[src/rtl/common_pkg.sv]
// ----------------------------------------------------------------------------
// common_pkg
// Shared constants and types for the PET keyboard / PIA glue logic.
//   - Data width, keyboard matrix geometry and Wishbone base address.
//   - PIA (6520) register-select encodings used by the CPU-side snoop.
//   - Keyboard row type and the "no key pressed" column value.
// ----------------------------------------------------------------------------
package common_pkg;

    localparam int DATA_WIDTH = 8;

    // Keyboard matrix geometry: 10 rows, addressed by the low 4 WB address bits.
    localparam int KBD_ROW_COUNT     = 10;
    localparam int KBD_ADDR_WIDTH    = 4;
    localparam int KBD_ROW_SEL_WIDTH = 4;

    // Wishbone window for the keyboard responder (decoded by the interconnect).
    localparam logic [15:0] WB_KBD_BASE = 16'h0200;

    // 6520 PIA register select (RS1:RS0). PORTA shares RS=0 with DDRA; the
    // CRA bit 2 chooses which one a write reaches.
    localparam int PIA_RS_WIDTH = 2;
    localparam logic [PIA_RS_WIDTH-1:0] PIA_PORTA = 2'd0;
    localparam logic [PIA_RS_WIDTH-1:0] PIA_CRA   = 2'd1;
    localparam logic [PIA_RS_WIDTH-1:0] PIA_PORTB = 2'd2;
    localparam logic [PIA_RS_WIDTH-1:0] PIA_CRB   = 2'd3;

    // Bit of CRA that selects port register (1) versus DDR (0).
    localparam int PIA_CR_DDR_BIT = 2;

    typedef logic [DATA_WIDTH-1:0] kbd_row_t;

    // Keys are active-low, so all ones means nothing is pressed.
    localparam kbd_row_t KBD_COL_RESET = 8'hFF;

endpackage

[src/rtl/pia_row_select.sv]
// ----------------------------------------------------------------------------
// pia_row_select
// Snoops completed 6502 writes to PIA1 and tracks which keyboard row the
// CPU has selected through port A.
//   clock_i, reset_ni   clock / async active-low reset
//   pia1_cs_i           CPU access targets PIA1
//   cpu_rs_i            PIA register select
//   cpu_we_i            CPU write
//   cpu_strobe_i        one-cycle pulse marking the completed CPU access
//   cpu_data_i          CPU write data
//   row_sel_o           currently selected keyboard row (may be >= row count)
//   cra2_o              CRA bit 2: 1 = port A register, 0 = DDRA
// ----------------------------------------------------------------------------
module pia_row_select
    import common_pkg::*;
#(
    parameter int DATA_WIDTH = common_pkg::DATA_WIDTH
) (
    input  logic                         clock_i,
    input  logic                         reset_ni,
    input  logic                         pia1_cs_i,
    input  logic [PIA_RS_WIDTH-1:0]      cpu_rs_i,
    input  logic                         cpu_we_i,
    input  logic                         cpu_strobe_i,
    input  logic [DATA_WIDTH-1:0]        cpu_data_i,
    output logic [KBD_ROW_SEL_WIDTH-1:0] row_sel_o,
    output logic                         cra2_o
);

    logic                         cra2_q, cra2_d;
    logic [KBD_ROW_SEL_WIDTH-1:0] row_sel_q, row_sel_d;
    logic                         snoop_wr;

    // Only the row-select nibble and the DDR-select bit matter here.
    logic unused_cpu_data;
    assign unused_cpu_data = ^cpu_data_i[DATA_WIDTH-1:KBD_ROW_SEL_WIDTH];

    assign snoop_wr = cpu_strobe_i & pia1_cs_i & cpu_we_i;

    always_comb begin
        cra2_d    = cra2_q;
        row_sel_d = row_sel_q;
        if (snoop_wr) begin
            if (cpu_rs_i == PIA_CRA) begin
                cra2_d = cpu_data_i[PIA_CR_DDR_BIT];
            end else if (cpu_rs_i == PIA_PORTA && cra2_q) begin
                // With cra2 clear the write lands in DDRA, not the port.
                row_sel_d = cpu_data_i[KBD_ROW_SEL_WIDTH-1:0];
            end
        end
    end

    always_ff @(posedge clock_i or negedge reset_ni) begin
        if (!reset_ni) begin
            cra2_q    <= 1'b0;
            row_sel_q <= '0;
        end else begin
            cra2_q    <= cra2_d;
            row_sel_q <= row_sel_d;
        end
    end

    assign row_sel_o = row_sel_q;
    assign cra2_o    = cra2_q;

endmodule

[src/rtl/kbd_matrix_responder.sv]
// ----------------------------------------------------------------------------
// kbd_matrix_responder
// Wishbone responder holding the 10-row PET keyboard matrix written by the
// MCU, plus the column byte for the row the 6502 selected via PIA1 port A.
//
// Build option: define KBD_WB_READBACK_EN to let Wishbone reads return stored
// row data. Without it wb_data_o is tied to 0 (reads are still acked).
//
// Ports
//   clock_i, reset_ni              clock / async active-low reset
//   wb_addr_i                      row index (base decoded upstream)
//   wb_data_i / wb_data_o          write data / read data (valid with ack)
//   wb_we_i, wb_cyc_i, wb_stb_i    Wishbone request
//   wb_ack_o                       acknowledge, one cycle after stb
//   wb_stall_o                     always 0
//   pia1_cs_i, cpu_rs_i, cpu_we_i,
//   cpu_strobe_i, cpu_data_i       snooped 6502 PIA1 access
//   kbd_col_o                      registered column byte (active-low keys)
//   dbg_ack_state_o                ack FSM state (0 = IDLE, 1 = ACK)
//
// Handshake: a request is cyc&stb sampled while IDLE. The following cycle is
// ACK with wb_ack_o high; the FSM then returns to IDLE regardless of cyc/stb,
// so acks are never back-to-back. Writes are applied on the accepting edge.
// ----------------------------------------------------------------------------
module kbd_matrix_responder
    import common_pkg::*;
#(
    parameter int DATA_WIDTH = common_pkg::DATA_WIDTH,
    parameter int ROW_COUNT  = KBD_ROW_COUNT
) (
    input  logic                      clock_i,
    input  logic                      reset_ni,
    input  logic [KBD_ADDR_WIDTH-1:0] wb_addr_i,
    input  logic [DATA_WIDTH-1:0]     wb_data_i,
    output logic [DATA_WIDTH-1:0]     wb_data_o,
    input  logic                      wb_we_i,
    input  logic                      wb_cyc_i,
    input  logic                      wb_stb_i,
    output logic                      wb_ack_o,
    output logic                      wb_stall_o,
    input  logic                      pia1_cs_i,
    input  logic [PIA_RS_WIDTH-1:0]   cpu_rs_i,
    input  logic                      cpu_we_i,
    input  logic                      cpu_strobe_i,
    input  logic [DATA_WIDTH-1:0]     cpu_data_i,
    output logic [DATA_WIDTH-1:0]     kbd_col_o,
    output logic                      dbg_ack_state_o
);

    localparam logic [0:0] ST_IDLE = 1'b0;
    localparam logic [0:0] ST_ACK  = 1'b1;

    // One extra bit so ROW_COUNT itself is representable in the compares.
    localparam logic [KBD_ADDR_WIDTH:0]    ADDR_LIMIT = (KBD_ADDR_WIDTH + 1)'(ROW_COUNT);
    localparam logic [KBD_ROW_SEL_WIDTH:0] SEL_LIMIT  = (KBD_ROW_SEL_WIDTH + 1)'(ROW_COUNT);

    logic [0:0] state_q, state_d;
    kbd_row_t   rows_q [ROW_COUNT];
    kbd_row_t   rows_d [ROW_COUNT];
    kbd_row_t   col_q, col_d;

    logic                         accept;
    logic                         addr_ok;
    logic                         sel_ok;
    logic [KBD_ROW_SEL_WIDTH-1:0] row_sel;
    logic                         cra2;

    pia_row_select #(
        .DATA_WIDTH (DATA_WIDTH)
    ) u_pia_row_select (
        .clock_i      (clock_i),
        .reset_ni     (reset_ni),
        .pia1_cs_i    (pia1_cs_i),
        .cpu_rs_i     (cpu_rs_i),
        .cpu_we_i     (cpu_we_i),
        .cpu_strobe_i (cpu_strobe_i),
        .cpu_data_i   (cpu_data_i),
        .row_sel_o    (row_sel),
        .cra2_o       (cra2)
    );

    // cra2 is only needed inside the snoop block; kept as a visible net for debug.
    logic unused_cra2;
    assign unused_cra2 = cra2;

    assign accept  = (state_q == ST_IDLE) && wb_cyc_i && wb_stb_i;
    assign addr_ok = ({1'b0, wb_addr_i} < ADDR_LIMIT);
    assign sel_ok  = ({1'b0, row_sel} < SEL_LIMIT);

    always_comb begin
        state_d = ST_IDLE;
        if (accept) begin
            state_d = ST_ACK;
        end

        rows_d = rows_q;
        // Writes to rows past the matrix are dropped but still acked.
        if (accept && wb_we_i && addr_ok) begin
            rows_d[wb_addr_i] = wb_data_i;
        end

        // Uses the registered rows, so a same-cycle WB write is seen one
        // cycle later on the column output.
        col_d = KBD_COL_RESET;
        if (sel_ok) begin
            col_d = rows_q[row_sel];
        end
    end

    always_ff @(posedge clock_i or negedge reset_ni) begin
        if (!reset_ni) begin
            state_q <= ST_IDLE;
            col_q   <= KBD_COL_RESET;
            for (int i = 0; i < ROW_COUNT; i++) begin
                rows_q[i] <= KBD_COL_RESET;
            end
        end else begin
            state_q <= state_d;
            col_q   <= col_d;
            rows_q  <= rows_d;
        end
    end

`ifdef KBD_WB_READBACK_EN
    kbd_row_t rd_q, rd_d;

    always_comb begin
        rd_d = rd_q;
        if (accept && !wb_we_i) begin
            rd_d = addr_ok ? rows_q[wb_addr_i] : KBD_COL_RESET;
        end
    end

    always_ff @(posedge clock_i or negedge reset_ni) begin
        if (!reset_ni) begin
            rd_q <= '0;
        end else begin
            rd_q <= rd_d;
        end
    end

    assign wb_data_o = rd_q;
`else
    assign wb_data_o = '0;
`endif

    assign wb_ack_o        = (state_q == ST_ACK);
    assign wb_stall_o      = 1'b0;
    assign kbd_col_o       = col_q;
    assign dbg_ack_state_o = state_q[0];

endmodule

[config.mk]
export PLATFORM = sky130hd
export DESIGN_NAME = kbd_matrix_responder
export DESIGN_NICKNAME = d
export VERILOG_FILES = /design/src/rtl/common_pkg.sv /design/src/rtl/pia_row_select.sv /design/src/rtl/kbd_matrix_responder.sv
export SDC_FILE = /design/constraint.sdc
export NUM_CORES = 1
export LEC_CHECK = 0
export CAP_MARGIN = 20
export CORE_MARGIN = 3
export CORE_UTILIZATION = 57
export DETAILED_ROUTE_END_ITERATION = 12
export DONT_BUFFER_PORTS = 1
export PLACE_DENSITY_LB_ADDON = 0.08
export SLEW_MARGIN = 40
export SYNTH_ARGS = -nofsm -noshare
export SYNTH_HDL_FRONTEND = slang
export SYNTH_SLANG_ARGS = --single-unit
[constraint.sdc]
create_clock -name clock_i -period 1.6 [get_ports clock_i]
set_input_delay 0.16 -clock clock_i [delete_from_list [all_inputs] [get_ports clock_i]]
set_output_delay 0.16 -clock clock_i [all_outputs]
set_load 0.02 [all_outputs]
# --- Word-level counts from Yosys, hierarchy flattened ---
# Index checks and enable logic that the tools add are counted.
classes:
  magnitude_cmp: 5
  n_eq_ne: 1
  muxes: 8
  n_bitwise: 6
  n_reduce_logical: 9
ops:
  columns: ["op", "n"]
  rows:
  - ["$bwmux W80", 1]
  - ["$bmux W8 S4", 1]
  - ["$demux W8 S4", 1]
  - ["$mux W8", 4]
  - ["$ge A5 B5 Y1 const B", 2]
  - ["$not A4 Y5", 2]
  - ["$lt A4 B4 Y1 const B", 2]
  - ["$logic_and A1 B1 Y1", 6]
  - ["$lt A5 B1 Y1 const B", 1]
  - ["$reduce_and A3 Y1", 1]
  - ["$and A1 B1 Y1", 2]
  - ["$eq A2 B1 Y1 const B", 1]
  - ["$logic_not A2 Y1", 1]
  - ["$not A1 Y1", 2]
  - ["$reduce_and A2 Y1", 1]
  - ["$mux W1", 1]
totals:
  register_bits: 94
  in_bits: 30
  output_inout_bits: 19
  word_cells: 43

# --- Logic depth before layout (Yosys ltp) ---
# Gate-level depths: netlist of run 1.
logic_depth:
  ltp_word: 6
  depth_mapped: 6
  depth_no_buf: 3

# --- Cells and area by module ---
# Synthesis of run 1 repeated with hierarchy kept, for this count alone.
hier_totals:
  hier_cells: 297
  hier_area_um2: 4621.9
modules_own_cells:
  columns: ["module", "n_inst", "cells_per_inst", "area_per_inst_um2", "seq_area_each_um2"]
  rows:
  - ["kbd_matrix_responder", 1, 283, 4388.0, 2337.2]
  - ["pia_row_select", 1, 14, 234.0, 125.1]

# --- Least setup slack after synthesis of run 1 ---
# No wires, ideal clock.
synth_path:
  kind: "reg-to-reg"
  start: "reg state_q, in the netlist dbg_ack_state_o"
  end: "reg rows_q[16] (netlist name)"
  arrival_time_ns: 1.619
  required_time_ns: 1.518
  path_slack_ns: -0.101
  path_stages_with_launch: 4
  path_buffers: 0
  synth_period_minus_slack_ns: 1.701
  cell_sequence: "dfrtp_1 nand4b_4 nor4_4 mux2_2"
synth_between:
  elab_chain_len: 5
synth_lines:
  columns: ["element", "line_no", "rtl"]
  rows:
  - ["from (decl)", "kbd_matrix_responder.sv:57", "logic [0:0] state_q, state_d;"]
  - ["from (signal assigned)", "kbd_matrix_responder.sv:118", "state_q <= state_d;"]
  - ["$not A1 Y1", "kbd_matrix_responder.sv:86", "assign accept = (state_q == ST_IDLE) && wb_cyc_i && wb_stb_i;"]
  - ["$logic_and A1 B1 Y1 (2 in series)", "kbd_matrix_responder.sv:86", null]
  - ["$logic_and A1 B1 Y1 (2 in series)", "kbd_matrix_responder.sv:98", "if (accept && wb_we_i && addr_ok) begin"]
  - ["to (signal assigned)", "kbd_matrix_responder.sv:120", "rows_q <= rows_d;"]
  - ["to (decl)", "kbd_matrix_responder.sv:58", "kbd_row_t rows_q [ROW_COUNT];"]
# No other way between the ends.
# A chain may end at the register's enable or synchronous reset.

# --- Worst setup path after layout of run 1 ---
layout_path:
  start: "reg state_q, in the netlist dbg_ack_state_o"
  end: "reg rows_q[29] (netlist name)"
# The elaborated chain is that of the path after synthesis.

==> impl_metrics.csv, run 1 <==
group,metric,value,unit
run_status,status,"complete, but fails checks",
run_status,failed_checks,"negative hold slack, negative setup slack",
setup_path,worstSetupPathDepth,5,
final_layout,antenna_cells,0,
timing,hold_violations,94,
route,vias_per_cell,5.97,
placement,dpl-instance-area,4800,sq um
die,ioPinCount,49,
setup_path,critPathBufInv,2,
pwr,totalPowerFinal,6.27,mW
final_layout,most-common-layout-cells,"dfstp_2, mux2_2, mux2_4",
grt,global_route.overflow_total,0,
setup_path,worst_setup_path_startpoint,"dbg_ack_state_o$_DFF_PN0_",
setup_path,r2r_setup_slk,-50,ps
cts,cts_max_path_buffers,2,
die,core,7450,sq um
route,routedWlPerCell,21.3,um
setup_path,rr_worst_depth,5,
cts,insertion_delay,360,ps
yosys,yosys.cell_types.count,33,
die,std_cell_rows,31,
placement,worst_setup_slack_after_placement,-46.3,ps
setup_path,crit_type,"reg -> reg",
setup_path,critPathTopFamily,"simple AND/OR/NAND/NOR gates",
final_layout,final-instance-count-excl-fill,449,
final_layout,syn2layout_area_growth,20.8,%
setup_path,cp.arrival,1940,ps
placement,globalplace.congestion,0.735,
grt,globalRouteTotalUtil,22.6,%
timing,fin_hold_ws,-498,ps
route,dr.pass1.iters,5,
yosys,synth_simple_gate_area_share,6.77,%
cts,cts_made_buffers,9,
cts,tritoncts,"yes",
cts,ctsRootBufferMaster,"clkbuf_8",
placement,place.detailed.hpwl,5.99,mm
setup_path,worstPathMaxFanout,4,
cts,clock_tree.htree_level_count,3,
grt,grt_pass1_vias,2725,
timing,fin_clk_skew,9.61,ps
route,drc_errors,0,
yosys,synth_flop_cell,"dfstp_2",
timing,final_cycle_share,103,%
cts,cts.reportedPaths.clkPinSlew,90,ps
pwr,power.ir.vdd_worst,0.686,mV
setup_path,crit_path_end_kind,"flip-flop",
yosys,synthMuxAreaShare,31.1,%
setup_path,crit_chain,"nand4b_4 -> buf_4 -> nor4_4 -> buf_6 -> mux2_4",
yosys,largest_family_of_logic_cells_by_synthesized_area,"multiplexers",
cts,holdBufCountCts,14,
yosys,synthXorXnorAreaFrac,0,%
yosys,synth-seq-cells,94,
grt,grt_max_degree,95,
yosys,synth_seq_area_share,54.6,%
yosys,synthAdderAreaFrac,0,%
route,drt-total-wl,9.55,mm
setup_path,crit-reg2reg-capture,"rows_q[29]$_DFFE_PN1P_",
grt,first_pass_grt_wire_length,14.9,mm
cts,clkSinkCount,94,
setup_path,worst-endpoint-required,1890,ps
setup_path,critical-path-max-stage-delay,420,ps
yosys,post_synth.cell_area_avg,15.0,sq um
die,chipWidth,94.9,um
setup_path,regToRegStartpoint,"dbg_ack_state_o$_DFF_PN0_",
placement,placed_cells,409,
pwr,power_per_cell_area,1150,nW/um^2
placement,io_buffers,0,
timing,worstMarginPinSlew,668,ps
timing,timing_max_transition_violations_final,0,
timing,setup_repair_after_global_routing_missed_its_margin,"yes",
run,cap_viol_max_count,0,
grt,grt_antenna_before_repair,0,
timing,maxClockFrequency,606,MHz
yosys,synth_edf_count,0,
die,fp.dieH,94.9,um
final_layout,fin_nets,375,
setup_path,critPathLaunchType,"flip-flop",
route,detailed_route_via_count,2680,
final_layout,fill_cells,480,
final_layout,layout.cells.most_common,"dfstp_2",
yosys,mappedNetlistArea,4510,sq um
die,dieArea,9010,sq um
final_layout,post_route_cells_drive_above_1_share,80.9,%
timing,postLayoutSetupSlackWorst,-49.5,ps
route,drt_iter0_drc,93,
yosys,syn_inst,300,
route,antenna_violating_nets_post_route,0,
timing,final.min_clock_period,1650,ps
hold_path,timing.hold.worst.class,"in -> async",
final_layout,finish.instance_area,5450,sq um
timing,relSlewSlack,55.4,%
timing,report.final.setup_viol,40,
pwr,power.static_leakage,2.25,nW
yosys,synth_compound_area_share,3.50,%
die,floorplan.initialDensity,60.5,%
yosys,ys_warns,0,
setup_path,cp_slowest_cell,"dfrtp_2",
yosys,async_flop_share,100,%
## worst max-delay path by stage
stage                                        end  slack (ps)
final                     rows_q[29]$_DFFE_PN1P_         -50
after global routing      rows_q[49]$_DFFE_PN1P_        -120
after CTS                 rows_q[49]$_DFFE_PN1P_         -50
after detailed placement  rows_q[21]$_DFFE_PN1P_         -50
after global placement    rows_q[48]$_DFFE_PN1P_         -20
after floorplan           rows_q[16]$_DFFE_PN1P_         -70
## flip-flops by register name (all words and copies together) (netlist names)
signal,cells
rows_q,80
kbd_col_o,8
u_pia_row_select.row_sel_o,4
dbg_ack_state_o,1
u_pia_row_select.cra2_o,1
## synthesized netlist by cell type, types with 2 or more instances
master / instances / area share, %
a21oi_1: 3 / 0.33
a22oi_1: 3 / 0.50
a32oi_1: 3 / 0.58
and4b_1: 2 / 0.44
buf_1: 8 / 0.67
buf_2: 5 / 0.56
buf_4: 13 / 2.2
clkbuf_1: 4 / 0.33
dfrtp_1: 6 / 3.3
dfstp_2: 88 / 51
inv_1: 2 / 0.17
mux2_2: 106 / 26
mux2i_1: 3 / 0.67
mux4_2: 8 / 4.0
nand2_1: 2 / 0.17
nand2b_1: 3 / 0.42
nor2_1: 9 / 0.75
nor4_4: 5 / 2.4
o21ai_0: 5 / 0.56
o22ai_1: 5 / 0.69
o31ai_1: 5 / 0.83
## power by group
| group | switching (mW) | internal [mW] | leakage (nW) | total [mW] |
|---|---|---|---|---|
| clock | 0.834 | 0.854 | 0.109 | 1.69 |
| sequential | 0.323 | 2.98 | 0.990 | 3.30 |
| combinational | 0.519 | 0.769 | 1.15 | 1.29 |
## logic make-up after synthesis
logic type | Yosys count
muxes | 117
DFF | 94
and+or+nand+nor | 32
buffers and inverters | 32
AOI/OAI and AO/OA | 24
other | 1
## area by class of cell
cell class              instances  area, sq um  area share, %
clock buffers                  12          165           3.03
multi-input cells             182         2060           37.9
clock inverters                 4         51.3          0.942
flip-flops and latches         94         2460           45.3
well taps                      99          124           2.27
repair buffers                 56          569           10.5
inverters                       2         7.51          0.138
## timing repair
action / CTS / global route
hold endpoints to repair: 180 / 94
setup endpoints to repair: 39 / 60
gates resized for setup: 36 / 20
gates cloned: 0 / 1
buffers inserted: 1 / 8
pin swaps: 0 / 2
## metrics by stage
step | util (%) | setup TNS [ps]
2_1_floorplan | - | -2920
3_3_place_gp | 64.4 | -173
3_5_place_dp | 64.4 | -1080
4_1_cts | 71.1 | -637
5_1_grt | 73.1 | -3400
6_report | 73.1 | -1080
## routing by layer
| layer | global-route usage [%] | share of wire [%] |
|---|---|---|
| met4 | 9.25 | 1.7 |
| met1 | 32.4 | 47 |
| met3 | 3.27 | 3.0 |
| met5 | 0 | 0 |
| met2 | 34.5 | 48 |
Note: power is estimated with default switching activity, not from simulation.
==> run 2: changes to the inputs <==
--- a/config.mk
+++ b/config.mk
@@ -10,6 +10,7 @@
 export CORE_UTILIZATION = 57
 export DETAILED_ROUTE_END_ITERATION = 12
 export DONT_BUFFER_PORTS = 1
+export GPL_TIMING_DRIVEN = 0
 export PLACE_DENSITY_LB_ADDON = 0.08
 export SLEW_MARGIN = 40
 export SYNTH_ARGS = -nofsm -noshare
==> run 2 against run 1 <==
The run still ends with negative hold slack, negative setup slack left. Critical path depth unchanged. Clock-buffer cell count is the same. Flip-flop and latch count did not move. Sequential share of layout area is 0.23 points higher. Sequential power decreased by 1%. Register-to-register slack lost 90 ps. Worst setup slack got worse by 88 ps. Routed wire length about the same. Clock skew fell by 1.3 ps. Largest cell class unchanged. Largest power group unchanged.
==> impl_metrics.csv, run 2 (synthesis gave the netlist of run 1 again) <==
group,metric,value,unit
cts,cts_max_path_buffers,2,
cts,ctsRootBufferMaster,"clkbuf_8",
pwr,power.static_leakage,2.23,nW
placement,dpl-instance-area,4660,sq um
placement,io_buffers,0,
final_layout,final-instance-count-excl-fill,442,
timing,relSlewSlack,60.5,%
route,routedWlPerCell,21.6,um
final_layout,fin_nets,368,
cts,cts.reportedPaths.clkPinSlew,90,ps
cts,cts_made_buffers,9,
die,dieArea,9010,sq um
timing,postLayoutSetupSlackWorst,-137,ps
run_status,status,"complete, but fails checks",
placement,placed_cells,407,
run_status,failed_checks,"negative hold slack, negative setup slack",
pwr,totalPowerFinal,6.36,mW
setup_path,critPathLaunchType,"flip-flop",
setup_path,crit_path_end_kind,"flip-flop",
hold_path,timing.hold.worst.class,"in -> async",
grt,first_pass_grt_wire_length,15.4,mm
grt,grt_max_degree,95,
final_layout,fill_cells,482,
timing,fin_hold_ws,-496,ps
placement,globalplace.congestion,0.745,
setup_path,cp.arrival,2020,ps
timing,final_cycle_share,109,%
timing,maxClockFrequency,576,MHz
setup_path,worst-endpoint-required,1890,ps
route,antenna_violating_nets_post_route,0,
grt,global_route.overflow_total,0,
route,dr.pass1.iters,4,
timing,setup_repair_after_global_routing_missed_its_margin,"yes",
final_layout,largest-register,"rows_q",
setup_path,crit_type,"reg -> reg",
grt,globalRouteTotalUtil,23.1,%
timing,hold_violations,94,
route,detailed_route_via_count,2572,
placement,place.detailed.hpwl,5.67,mm
final_layout,number_of_flip_flops_under_the_largest_register_name,80,
pwr,power.ir.vdd_worst,0.758,mV
pwr,power_per_cell_area,1170,nW/um^2
timing,fin_clk_skew,8.31,ps
route,drt_iter0_drc,71,
cts,tritoncts,"yes",
setup_path,worstPathMaxFanout,8,
die,chipWidth,94.9,um
die,ioPinCount,49,
final_layout,post_route_cells_drive_above_1_share,77.8,%
timing,timing_max_transition_violations_final,0,
cts,clock_tree.htree_level_count,3,
timing,report.final.setup_viol,48,
timing,final.min_clock_period,1740,ps
die,fp.dieH,94.9,um
die,core,7450,sq um
route,drc_errors,0,
final_layout,most-common-layout-cells,"dfstp_2, mux2_2, mux2_4",
final_layout,syn2layout_area_growth,20.1,%
run,cap_viol_max_count,0,
final_layout,finish.instance_area,5420,sq um
die,floorplan.initialDensity,60.5,%
route,drt-total-wl,9.56,mm
grt,grt_antenna_before_repair,0,
grt,grt_pass1_vias,2726,
cts,insertion_delay,360,ps
final_layout,antenna_cells,0,
timing,worstMarginPinSlew,591,ps
cts,holdBufCountCts,6,
final_layout,layout.cells.most_common,"dfstp_2",
route,vias_per_cell,5.82,
cts,clkSinkCount,94,
final_layout,finish.utilization,72.7,%
die,std_cell_rows,31,
## run 2: worst max-delay path: stages, from the launching register on
cell	delay (ps)
dfrtp_2	470
nand4b_4	250
buf_4	180
nor4_4	250
buf_12	170
mux2_2	340
## run 2: area by class of cell
cell class / instances / area (sq um) / share of cell area [%]
sequential: 94 / 2460 / 45.5
multi-input combinational: 182 / 2130 / 39.3
timing repair buffer: 20 / 251 / 4.64
buffer: 29 / 201 / 3.72
clock buffer: 12 / 145 / 2.68
tap: 99 / 124 / 2.29
clock inverter: 4 / 95.1 / 1.76
inverter: 2 / 7.51 / 0.139
## run 2: path summary, 6_finish.rpt
kind	startpoint	end	slack [ps]	depth (start not counted)
min in group clock_i	cpu_rs_i[0]	u_pia_row_select.cra2_o$_DFFE_PN0P_	100	3
hold reg to reg	u_pia_row_select.cra2_o$_DFFE_PN0P_	u_pia_row_select.cra2_o$_DFFE_PN0P_	510	1
setup reg to reg	dbg_ack_state_o$_DFF_PN0_	rows_q[19]$_DFFE_PN1P_	-140	5
hold / removal	reset_ni	u_pia_row_select.row_sel_o[2]$_DFFE_PN0P_	-500	0
setup / recovery	dbg_ack_state_o$_DFF_PN0_	rows_q[19]$_DFFE_PN1P_	-140	5
max in group asynchronous	reset_ni	rows_q[21]$_DFFE_PN1P_	1890	0
## run 2: layer usage
layer	vias up	GRT usage, %	routed length (um)
met4	0	7.93	149
met5	-	0	0
met2	38	36.4	4530
met3	13	3.03	213
li1	1158	-	-
met1	1363	33.0	4670
## run 2: timing repair
action | in CTS | in global routing
setup endpoints to repair | 86 | 72
setup buffers | 9 | 5
pin swaps | 7 | 5
hold endpoints to repair | 100 | 94
resized for setup | 63 | 12
## run 2: power by group
part	switching (mW)	internal, mW	leakage (nW)
combinational	0.541	0.668	1.11
sequential	0.290	2.97	0.992
clock	0.808	1.08	0.121
total	1.64	4.72	2.22
## run 2: through the flow
step / TNS [ps] / worst slack (ps)
after floorplan: -2920 / -73.1
after global placement: -18830 / -341
after detailed placement: -19300 / -357
after global routing: -7290 / -192
final: -4550 / -137
after CTS: -3080 / -102
==> run 3: changes to the inputs <==
--- a/config.mk
+++ b/config.mk
@@ -8,9 +8,11 @@
 export CAP_MARGIN = 20
 export CORE_MARGIN = 3
 export CORE_UTILIZATION = 57
+export CTS_CLUSTER_SIZE = 24
 export DETAILED_ROUTE_END_ITERATION = 12
 export DONT_BUFFER_PORTS = 1
 export GPL_TIMING_DRIVEN = 0
+export MAX_ROUTING_LAYER = met4
 export PLACE_DENSITY_LB_ADDON = 0.08
 export SLEW_MARGIN = 40
 export SYNTH_ARGS = -nofsm -noshare
==> run 3 against run 2 <==
The run still ends with negative hold slack, negative setup slack left. First-iteration DRC count grew 41%. Cell count unchanged. Largest cell class unchanged. Core utilization did not move. Total power is essentially flat. Global-route usage is 0.73 points higher. Flip-flop and latch count unchanged. Sequential power about the same. Die area is the same. Critical path depth stayed put. Hold slack improved by 5.6 ps. Register-to-register slack hardly changed. Routed wire length fell by 0.21%.
==> impl_metrics.csv, run 3 (synthesis gave the netlist of run 1 again) <==
group,metric,value,unit
cts,insertion_delay,350,ps
pwr,totalPowerFinal,6.36,mW
final_layout,antenna_cells,0,
run,cap_viol_max_count,0,
setup_path,crit_type,"reg -> reg",
die,dieArea,9010,sq um
cts,tritoncts,"yes",
final_layout,multi_input_comb_area,2130,sq um
die,fp.dieH,94.9,um
timing,setup_repair_after_global_routing_missed_its_margin,"yes",
placement,io_buffers,0,
timing,final.min_clock_period,1740,ps
cts,clock_tree.htree_level_count,3,
timing,hold_violations,94,
pwr,power.static_leakage,2.23,nW
cts,ctsRootBufferMaster,"clkbuf_8",
setup_path,critPathLaunchType,"flip-flop",
timing,relSlewSlack,60.5,%
route,dr.pass1.iters,4,
final_layout,post_route_cells_drive_above_1_share,77.8,%
grt,globalRouteTotalUtil,23.8,%
cts,cts_max_path_buffers,2,
run_status,status,"complete, but fails checks",
setup_path,cp.arrival,2020,ps
timing,worstMarginPinSlew,591,ps
timing,final_cycle_share,109,%
pwr,power.ir.vdd_worst,0.759,mV
timing,fin_hold_ws,-490,ps
cts,holdBufCountCts,6,
route,vias_per_cell,5.84,
route,detailed_route_via_count,2583,
timing,report.final.setup_viol,48,
timing,timing_max_transition_violations_final,0,
die,ioPinCount,49,
die,floorplan.initialDensity,60.5,%
grt,grt_pass1_vias,2718,
route,drt-total-wl,9.54,mm
die,core,7450,sq um
cts,cts.reportedPaths.clkPinSlew,90,ps
timing,postLayoutSetupSlackWorst,-139,ps
route,routedWlPerCell,21.6,um
grt,first_pass_grt_wire_length,15.4,mm
run_status,failed_checks,"negative hold slack, negative setup slack",
setup_path,worst-endpoint-required,1880,ps
pwr,power_per_cell_area,1170,nW/um^2
final_layout,area.sequential,2460,sq um
final_layout,most-common-layout-cells,"dfstp_2, mux2_2, mux2_4",
final_layout,largest-register,"rows_q",
final_layout,fill_cells,482,
hold_path,timing.hold.worst.class,"in -> async",
grt,global_route.overflow_total,0,
grt,grt_antenna_before_repair,0,
final_layout,number_of_flip_flops_under_the_largest_register_name,80,
placement,place.detailed.hpwl,5.67,mm
grt,grt_max_degree,95,
cts,clkSinkCount,94,
final_layout,layout.cells.most_common,"dfstp_2",
placement,globalplace.congestion,0.755,
final_layout,finish.instance_area,5420,sq um
die,chipWidth,94.9,um
route,drc_errors,0,
die,std_cell_rows,31,
final_layout,fin_nets,368,
timing,maxClockFrequency,575,MHz
cts,cts_made_buffers,9,
placement,dpl-instance-area,4660,sq um
setup_path,crit_path_end_kind,"flip-flop",
setup_path,worstPathMaxFanout,8,
route,drt_iter0_drc,100,
route,antenna_violating_nets_post_route,0,
final_layout,syn2layout_area_growth,20.1,%
timing,fin_clk_skew,9.14,ps
## run 3: cell counts in the layout (fill, tap and decap cells not counted)
No cell type changed its count.
## run 3: timing repair
item,4_1_cts,5_1_grt
buffers inserted,9,5
pin swaps,7,5
resized for setup,63,12
hold endpoints to repair,100,94
setup endpoints to repair,86,72
## run 3: worst paths after layout
| path | start | endpoint | slack, ps | cells after the start |
|---|---|---|---|---|
| max in group asynchronous | reset_ni | rows_q[21]$_DFFE_PN1P_ | 1880 | 0 |
| worst min-delay path | reset_ni | u_pia_row_select.row_sel_o[2]$_DFFE_PN0P_ | -490 | 0 |
| worst max register to register | dbg_ack_state_o$_DFF_PN0_ | rows_q[55]$_DFFE_PN1P_ | -140 | 5 |
| worst max-delay path | dbg_ack_state_o$_DFF_PN0_ | rows_q[55]$_DFFE_PN1P_ | -140 | 5 |
| worst min register to register | u_pia_row_select.cra2_o$_DFFE_PN0P_ | u_pia_row_select.cra2_o$_DFFE_PN0P_ | 510 | 1 |
| min in group clock_i | cpu_rs_i[0] | u_pia_row_select.cra2_o$_DFFE_PN0P_ | 110 | 3 |
## run 3: layout make-up
type                       instances  share of cell area [%]
sequential                        94                    45.5
multi-input combinational        182                    39.3
clock inverter                     4                    1.76
clock buffer                      12                    2.68
inverter                           2                   0.139
timing repair buffer              20                    4.64
buffer                            29                    3.72
tap                               99                    2.29
## run 3: per-layer routing
metal,global-route usage (%),routed length [um],up-vias
li1,-,-,1159
met1,33.3,4620,1360
met2,36.3,4510,47
met3,3.03,225,17
met4,7.93,178,0
met5,-,0,-
## run 3: metrics by stage
stage / TNS [ps] / cells / utilization [%] / setup slack [ps]
floorplan: -2920 / 308 / - / -73.1
global placement: -18830 / 407 / 62.6 / -341
detailed placement: -19300 / 407 / 62.6 / -357
CTS: -3080 / 437 / 71.6 / -102
global route: -7250 / 442 / 72.7 / -192
finish: -4620 / 442 / 72.7 / -139
## run 3: report_power, final
part / internal (mW) / switching (mW) / leakage (nW)
logic: 0.668 / 0.542 / 1.11
clock network: 1.08 / 0.804 / 0.121
registers: 2.97 / 0.289 / 0.992
## run 3: worst max-delay path, cell delays in order (launching register included)
cell and delay, ps:
dfrtp_2 470, nand4b_4 250, buf_12 170, nor4_4 260, buf_12 190, mux2_4 310
